File: src/rtl/trap_peak_sampler.sv
// Turns each pulse of the signed trapezoid stream into one event record: peak amplitude,
// threshold-crossing timestamp and pile-up flag, delivered through a one-entry valid/ready register.
module trap_peak_sampler #(
  parameter int IN_W    = 24,
  parameter int TS_W    = 32,
  parameter int WIN     = 16,
  parameter int MAX_LEN = 256,
  parameter int HYST    = 8
) (
  input  logic                   clk,
  input  logic                   reset,
  input  logic signed [IN_W-1:0] in_data,
  input  logic                   in_valid,
  input  logic signed [IN_W-1:0] threshold,
  output logic signed [IN_W-1:0] ev_amp,
  output logic [TS_W-1:0]        ev_time,
  output logic                   ev_pileup,
  output logic                   ev_valid,
  input  logic                   ev_ready,
  output logic [15:0]            lost_cnt,
  output logic                   busy
);

  localparam int CNT_W = $clog2(WIN + 1);
  localparam int LEN_W = $clog2(MAX_LEN + 1);
  localparam logic [CNT_W-1:0] WIN_V     = CNT_W'(WIN);
  localparam logic [LEN_W-1:0] MAX_LEN_V = LEN_W'(MAX_LEN);

  typedef enum logic [1:0] {IDLE, PEAK, TAIL, BLOCK} state_t;

  state_t                 state;
  logic [TS_W-1:0]        ts;
  logic [TS_W-1:0]        t0;
  logic signed [IN_W-1:0] max_amp;
  logic [CNT_W-1:0]       cnt;
  logic [LEN_W-1:0]       len;

  logic signed [IN_W:0]   lower;
  logic signed [IN_W:0]   in_ext;
  logic                   trig;
  logic                   fall;
  logic                   emit;
  logic                   emit_pu;
  logic                   out_free;
  logic [CNT_W-1:0]       cnt_inc;
  logic [LEN_W-1:0]       len_inc;

  // One extra bit keeps threshold - HYST from wrapping near the negative limit.
  always_comb begin
    lower    = {threshold[IN_W-1], threshold} - (IN_W+1)'(HYST);
    in_ext   = {in_data[IN_W-1], in_data};
    trig     = in_data > threshold;
    fall     = in_ext <= lower;
    cnt_inc  = cnt + CNT_W'(1);
    len_inc  = len + LEN_W'(1);
    out_free = !ev_valid || ev_ready;
    emit     = 1'b0;
    emit_pu  = 1'b0;
    if (in_valid) begin
      case (state)
        PEAK: emit = fall;
        TAIL: begin
          if (fall) begin
            emit = 1'b1;
          end else if (len_inc == MAX_LEN_V) begin
            emit    = 1'b1;
            emit_pu = 1'b1;
          end else begin
            emit = 1'b0;
          end
        end
        default: emit = 1'b0;
      endcase
    end else begin
      emit = 1'b0;
    end
  end

  // Pulse FSM, timestamp counter and the output record register.
  always_ff @(posedge clk) begin
    if (!reset) begin
      state     <= IDLE;
      ts        <= '0;
      t0        <= '0;
      max_amp   <= '0;
      cnt       <= '0;
      len       <= '0;
      ev_amp    <= '0;
      ev_time   <= '0;
      ev_pileup <= 1'b0;
      ev_valid  <= 1'b0;
      lost_cnt  <= 16'd0;
    end else begin
      if (in_valid) begin
        ts <= ts + TS_W'(1);
        case (state)
          IDLE: begin
            if (trig) begin
              max_amp <= in_data;
              t0      <= ts;
              cnt     <= CNT_W'(1);
              len     <= LEN_W'(1);
              state   <= (WIN == 1) ? TAIL : PEAK;
            end
          end
          PEAK: begin
            if (in_data > max_amp) max_amp <= in_data;
            cnt <= cnt_inc;
            len <= len_inc;
            if (fall) state <= IDLE;
            else if (cnt_inc == WIN_V) state <= TAIL;
          end
          TAIL: begin
            len <= len_inc;
            if (fall) state <= IDLE;
            else if (len_inc == MAX_LEN_V) state <= BLOCK;
          end
          BLOCK: begin
            if (fall) state <= IDLE;
          end
          default: state <= IDLE;
        endcase
      end
      // A new record may replace one that is draining on this same edge.
      if (emit) begin
        if (out_free) begin
          ev_amp    <= max_amp;
          ev_time   <= t0;
          ev_pileup <= emit_pu;
          ev_valid  <= 1'b1;
        end else if (lost_cnt != 16'hFFFF) begin
          lost_cnt <= lost_cnt + 16'd1;
        end
      end else if (ev_valid && ev_ready) begin
        ev_valid <= 1'b0;
      end
    end
  end

  assign busy = (state != IDLE);

endmodule

File: config.mk
export PLATFORM = sky130hd
export DESIGN_NAME = trap_peak_sampler
export DESIGN_NICKNAME = d
export VERILOG_FILES = /design/src/rtl/trap_peak_sampler.sv
export SDC_FILE = /design/constraint.sdc
export NUM_CORES = 1
export LEC_CHECK = 0
export BUFFER_PORTS_ARGS = -buffer_cell sky130_fd_sc_hd__buf_4
export CORE_ASPECT_RATIO = 0.7
export CORE_MARGIN = 2
export CORE_UTILIZATION = 30
export DETAILED_ROUTE_END_ITERATION = 10
export GPL_ROUTABILITY_DRIVEN = 0
export SLEW_MARGIN = 5
export SYNTH_ARGS = -nofsm -noshare
export SYNTH_HDL_FRONTEND = slang
export SYNTH_SLANG_ARGS = --single-unit
File: constraint.sdc
create_clock -name clk -period 13 [get_ports clk]
set_clock_uncertainty 0.1 [all_clocks]
set_input_delay 3.25 -clock clk [delete_from_list [all_inputs] [get_ports clk]]
set_output_delay 3.25 -clock clk [all_outputs]
set_load 0.1 [all_outputs]
==> results of run 1 <==
==> metrics by stage <==
step                std cells  area (µm²)
finish                   1623       11300
global route             1622       11300
CTS                      1622       11300
detailed placement       1591       10700
global placement         1591       10700
floorplan                1087        9440
==> registers in the layout, summed over array words and instances, names as in the netlist, 2 cells and up <==
register,cells
ev_time,32
ev_amp,24
ts,32
len,9
lost_cnt,16
cnt,5
state,2
t0,32
max_amp,24
==> worst reg2reg max path: stages, from the launching register on <==
cell       delay, ns
dfxtp_1         0.34
inv_1           0.08
ha_1            0.31
and4_1          0.23
nand3_1         0.12
nor3_1          0.66
o31a_1          0.36
a2111oi_0       0.12
mux2i_1         0.20
a21oi_4         0.93
mux2i_1         0.30
==> path summary, 6_finish.rpt <==
kind | startpoint | end
worst max-delay path | threshold[9] | ev_time[20]
worst min register to register | t0[2] | ev_time[2]
worst min-delay path | t0[2] | ev_time[2]
worst max register to register | max_amp[23] | max_amp[23]
==> power by group through the flow <==
stage                     clock network [µW]  registers [µW]  logic, µW
after floorplan                            0             576        135
after global placement                     0             577        187
after detailed placement                   0             577        191
after CTS                                513             565        192
after global routing                     539             566        213
final                                    497             565        191
==> kinds of logic after synthesis <==
group	Yosys count
AND/OR/NAND/NOR	422
flip-flops	178
AO/OA/AOI/OAI	138
multiplexers	117
buffers and inverters	108
adder cells (fa/ha/maj)	79
XOR/XNOR	45
==> layout make-up <==
class | instances | area share [%]
repair buffers | 129 | 8.58
inverters | 63 | 2.10
multi-input cells | 801 | 48.1
clock inverters | 13 | 1.04
clock buffers | 18 | 3.89
diodes | 1 | 0.0222
well taps | 420 | 4.66
flip-flops and latches | 178 | 31.6
==> metal layers <==
layer,track usage (%),routed length [µm],up-vias
met4,3.85,286,2
met5,0,18,-
met3,3.41,1150,23
met1,22.0,12800,3754
met2,21.5,10100,153
li1,-,-,4001
==> placed cells by master, fill, tap and decap left out, drive strengths merged, types with 8 or more instances in the layout <==
cell	n
a21oi	48
and3	8
buf	129
clkbuf	18
dfxtp	178
ha	79
inv	70
mux2i	116
nand2	169
nand3	36
nand4	25
nor2	109
nor3	14
o21ai	31
or3	17
xnor2	25
xor2	20
==> results.cfg, run 1 <==
[outcome]
result_of_the_run = finished, final reports clean

[die]
die_width_um = 216
start_util_pct = 30.4
die_area_um2 = 32900
die_height_um = 152
row_count = 54
design.core.area_um2 = 31100
io-pin-count = 127

[detailed_routing]
detailedRoute.firstIterationViolations = 403
antenna_violating_nets_left = 0
count_of_tritonroute_iterations_in_the_first_routing_pass = 5
drcViolationCount = 0
wirelength_um = 24300
dr_total_vias = 7933
routedWlPerCell_um = 15.0
avgViaCountPerCell = 4.89

[logic_synthesis]
synth-edff-count = 0
synth_top_family_by_area = simple AND/OR/NAND/NOR gates
synth_commonest_cells = 178 x dfxtp_1, 169 x nand2_1, 116 x mux2i_1
synth-xor-area-share_pct = 4.18
ys_async_sr_fraction_pct = 0
synth_unique_cells = 65
synth.area.top_cells = dfxtp_1 38%, mux2i_1 12%, ha_1 10%
synth_largest_area_cell = dfxtp_1
synth_mux_area_share_pct = 12.5
synth-compound-area-share_pct = 9.79
synth.ff_latch_count = 178
post_synthesis_area_per_instance_um2 = 8.68
yosysMostFrequentCell = dfxtp_1
synthDominantCellAreaShare_pct = 37.8
post_synth_inst_count = 1087
synth-adder-area-share_pct = 10.5
post_synth_instance_area_um2 = 9440
ys.warnings.count = 0
synthFlopType = dfxtp_1
ys_seq_area_share_pct = 37.8
syn-num-nets = 1218
simple_gate_portion_of_the_synthesized_area_pct = 20.5

[critical_path]
crit_path_start_kind = input port
r2r.worst_path.cells = 10
timing.critical_path.depth = 18
setup.worst_path.class = input port to register
worst-r2r-setup-slack_ns = 9.18
path_buf_inv = 3
cp.arrival_ns = 8.21
setup.worst_path.end_class = register
crit_family = simple AND/OR/NAND/NOR gates
worst-path-max-fanout = 33
crit_top_cell = or3_1
slowest_stage = buf_4
crit_chain = buf_4 -> inv_1 -> nand4_1 -> or3_1 -> or4_1 -> or3_1 -> nor2b_1 -> xnor2_1 -> ha_1 -> nand2_1 -> nor4_1 -> nand3_1 -> o221ai_1 -> or3_1 -> a21bo_4 -> buf_4 -> mux2i_1 -> nor2_1
cp_slowest_stage_delay_ns = 0.60
required_ns = 13.19

[clocking]
cts_tree = built
cts_post_setup_buffers_inserted = 0
cts_buffer_depth = 2
clockRootBuffer = clkbuf_16
numCtsBuffers = 17
clkSinkCount = 178
cts_repair_resize_count = 0
cts_hold_buffers = 0
htree_num_levels = 4
path_clk_slew_ns = 0.07
source_to_sink_clock_delay_at_the_later_pin_of_the_worst_skew_pair_ns = 0.43

[timing]
timing.final.max_slew_violations = 0
timing.final.hold_violations = 0
final_period_minus_worst_setup_slack_ns = 8.03
tightestPinTransition_ns = 1.15
setup_total_negative_slack_ns = 0
max_slew_margin_pct = 23.0
rsz_0062_raised_after_global_routing = false
finalWorstSetupSlack_ns = 4.97
final_period_utilization_pct = 61.7
fmax_achieved_ghz = 0.125
setup_violations = 0
fin_worst_hold_slack_ns = 0.360

[finish]
ff_latch_area_um2 = 3560
drive_above_1_share_pct = 14.8
multi_input_area_um2 = 5430
layout-area-overhead-vs-synth_pct = 19.6
post-route-util_pct = 36.3
fillers = 3216
final_net_count = 1321

[global_route]
grt_pass1_vias = 7444
grt_max_degree = 94
grt_antenna_before_repair = 2
groute.usage.overall_pct = 14.9
grt_pass1_wl_um = 39400
global_route.overflow_total = 0

[placed_design]
place.detailed.hpwl_um = 17800
placement.setup.worst_slack_ns = 4.46
placement.io_buffers = 126

[power_and_ir_drop]
power.clock.fraction_pct = 39.7
cellPowerDensity_nw_per_um2 = 111
p_leak_uw = 0.00483
comb_power_share_pct = 15.3
switching_portion_of_total_power_pct = 29.2
power.total_uw = 1250
power_switching_uw = 366
seqPwrFrac_pct = 45.1
power.ir.vdd_worst_uv = 73.9
power.internal_uw = 887

[run]
maxCapViolations = 0

[hold_path]
timing.hold.worst.class = register to register
holdPathStages = 2
Note: power is estimated with default switching activity, not from simulation.
==> inputs of run 2 (changes only) <==
clock period = 7.5 ns   (was 13 ns; I/O delays follow)
==> run 2 against run 1 <==
  * Sequential share of layout area shrank 0.27 points
  * Hold slack worse by 0.0029 ns
  * Clock power is 98% higher
  * Total power increased by 83%
  * Register-to-register slack got worse by 5.4 ns
  * First-iteration DRC count down 16%
  * Cell area up 0.85%
  * Sequential power up 73%
  * Die area unchanged
  * Clock-buffer cell count stayed put
  * Final cell count did not move
  * Setup slack got worse by 3.9 ns
==> results.cfg, run 2 (same netlist as run 1, synthesis figures left out) <==
[critical_path]
worstSetupStartpoint = threshold[9]
setup.worst_path.class = input port to register
cp_slowest_stage_delay_ns = 0.88
crit_chain = buf_4 -> inv_1 -> nand4_1 -> or3_1 -> or4_1 -> or3_1 -> nor2_1 -> xnor2_1 -> ha_1 -> nand4_1 -> nor4_1 -> nand3_1 -> o221ai_1 -> nor3_1 -> nor2_1 -> o21ai_0 -> a21oi_1
setup.worst_path.end_class = register
required_ns = 7.76
worst-path-max-fanout = 19
path_buf_inv = 2
slowest_stage = nor2_1
crit_path_start_kind = input port
crit_family = simple AND/OR/NAND/NOR gates
regToRegStartpoint = max_amp[23]
cp.arrival_ns = 6.65

[finish]
most-common-layout-cells = 178 x dfxtp_1, 169 x nand2_1, 129 x buf_4
antenna_cells = 0
post-route-util_pct = 36.6
layout-area-overhead-vs-synth_pct = 20.6
reg.largest.list = ev_time (32), t0 (32), ts (32)
drive_above_1_share_pct = 14.9
mostFrequentLayoutCell = dfxtp_1
final_net_count = 1322

[detailed_routing]
routedWlPerCell_um = 14.9
dr_total_vias = 7800
detailedRoute.firstIterationViolations = 339
count_of_tritonroute_iterations_in_the_first_routing_pass = 5
drcViolationCount = 0
avgViaCountPerCell = 4.81
antenna_violating_nets_left = 0
wirelength_um = 24200

[clocking]
cts_buffer_depth = 2
source_to_sink_clock_delay_at_the_later_pin_of_the_worst_skew_pair_ns = 0.44
cts_hold_buffers = 0
cts_repair_resize_count = 0
cts_post_setup_buffers_inserted = 0
clockRootBuffer = clkbuf_16
path_clk_slew_ns = 0.07
htree_num_levels = 4
numCtsBuffers = 17
cts_tree = built
clkSinkCount = 178

[timing]
timing.final.max_slew_violations = 0
final_period_minus_worst_setup_slack_ns = 6.40
max_slew_margin_pct = 20.9
fmax_achieved_ghz = 0.156
setup_total_negative_slack_ns = 0
timing.final.hold_violations = 0
rsz_0062_raised_after_global_routing = false
tightestPinTransition_ns = 1.18
setup_violations = 0
final_period_utilization_pct = 85.3

[hold_path]
hold_path_startpoint = t0[15]
timing.hold.worst.class = register to register

[power_and_ir_drop]
power.total_uw = 2300
power.ir.vdd_worst_uv = 129
p_leak_uw = 0.00489
cellPowerDensity_nw_per_um2 = 202

[global_route]
grt_pass1_vias = 7503
global_route.overflow_total = 0
groute.usage.overall_pct = 15.0
grt_pass1_wl_um = 39900
grt_max_degree = 94
grt_antenna_before_repair = 0

[die]
io-pin-count = 127
start_util_pct = 30.4
row_count = 54
die_area_um2 = 32900
die_height_um = 152
design.core.area_um2 = 31100
die_width_um = 216

[placed_design]
place.detailed.hpwl_um = 17600
placement.io_buffers = 126

[outcome]
result_of_the_run = finished, final reports clean

[run]
maxCapViolations = 0
[run 2: final cells by class]
class / count / area [µm²]
Sequential cell: 178 / 3560
Inverter: 63 / 236
Clock buffer: 18 / 439
Fill cell: 3228 / 19700
Tap cell: 420 / 526
Clock inverter: 13 / 196
Multi-Input combinational cell: 801 / 5430
Timing Repair Buffer: 130 / 988
[run 2: stage by stage]
stage / instances / hold WS [ns] / setup slack, ns / area, µm²
floorplan: 1087 / 0.334 / 1.66 / 9440
CTS: 1623 / 0.360 / 1.14 / 11400
global route: 1623 / 0.374 / 0.584 / 11400
detailed placement: 1592 / 0.350 / 0.732 / 10700
global placement: 1592 / 0.348 / 0.872 / 10700
finish: 1623 / 0.357 / 1.10 / 11400
[run 2: power breakdown]
group,switching [µW],internal (µW)
combinational,203,129
clock,412,574
sequential,14.3,965
total,629,1670
[run 2: worst register-to-register path, cell delays in order (launching register included)]
cell and delay (ns):
dfxtp_1 0.34, inv_1 0.05, ha_1 0.34, and4_1 0.30, nand3_1 0.18, nor3_1 0.50, o31a_1 0.27, a2111oi_0 0.09
mux2i_1 0.21, a21oi_4 0.96, mux2i_1 0.30
[run 2: routing by layer]
| metal | share of wire (%) | routed length, µm | global-route usage (%) | up-vias |
|---|---|---|---|---|
| met2 | 42 | 10100 | 22.0 | 130 |
| met4 | 0.78 | 188 | 3.36 | 0 |
| met5 | 0 | 0 | 0 | - |
| met3 | 4.6 | 1100 | 3.45 | 12 |
| li1 | - | - | - | 4001 |
| met1 | 53 | 12800 | 22.1 | 3657 |
[run 2: final timing paths]
kind | endpoint | slack, ns | cells past startpoint
max reg2reg | max_amp[12] | 3.80 | 10
min | ev_time[15] | 0.36 | 2
max | lost_cnt[13] | 1.10 | 17
min reg2reg | ev_time[15] | 0.36 | 2
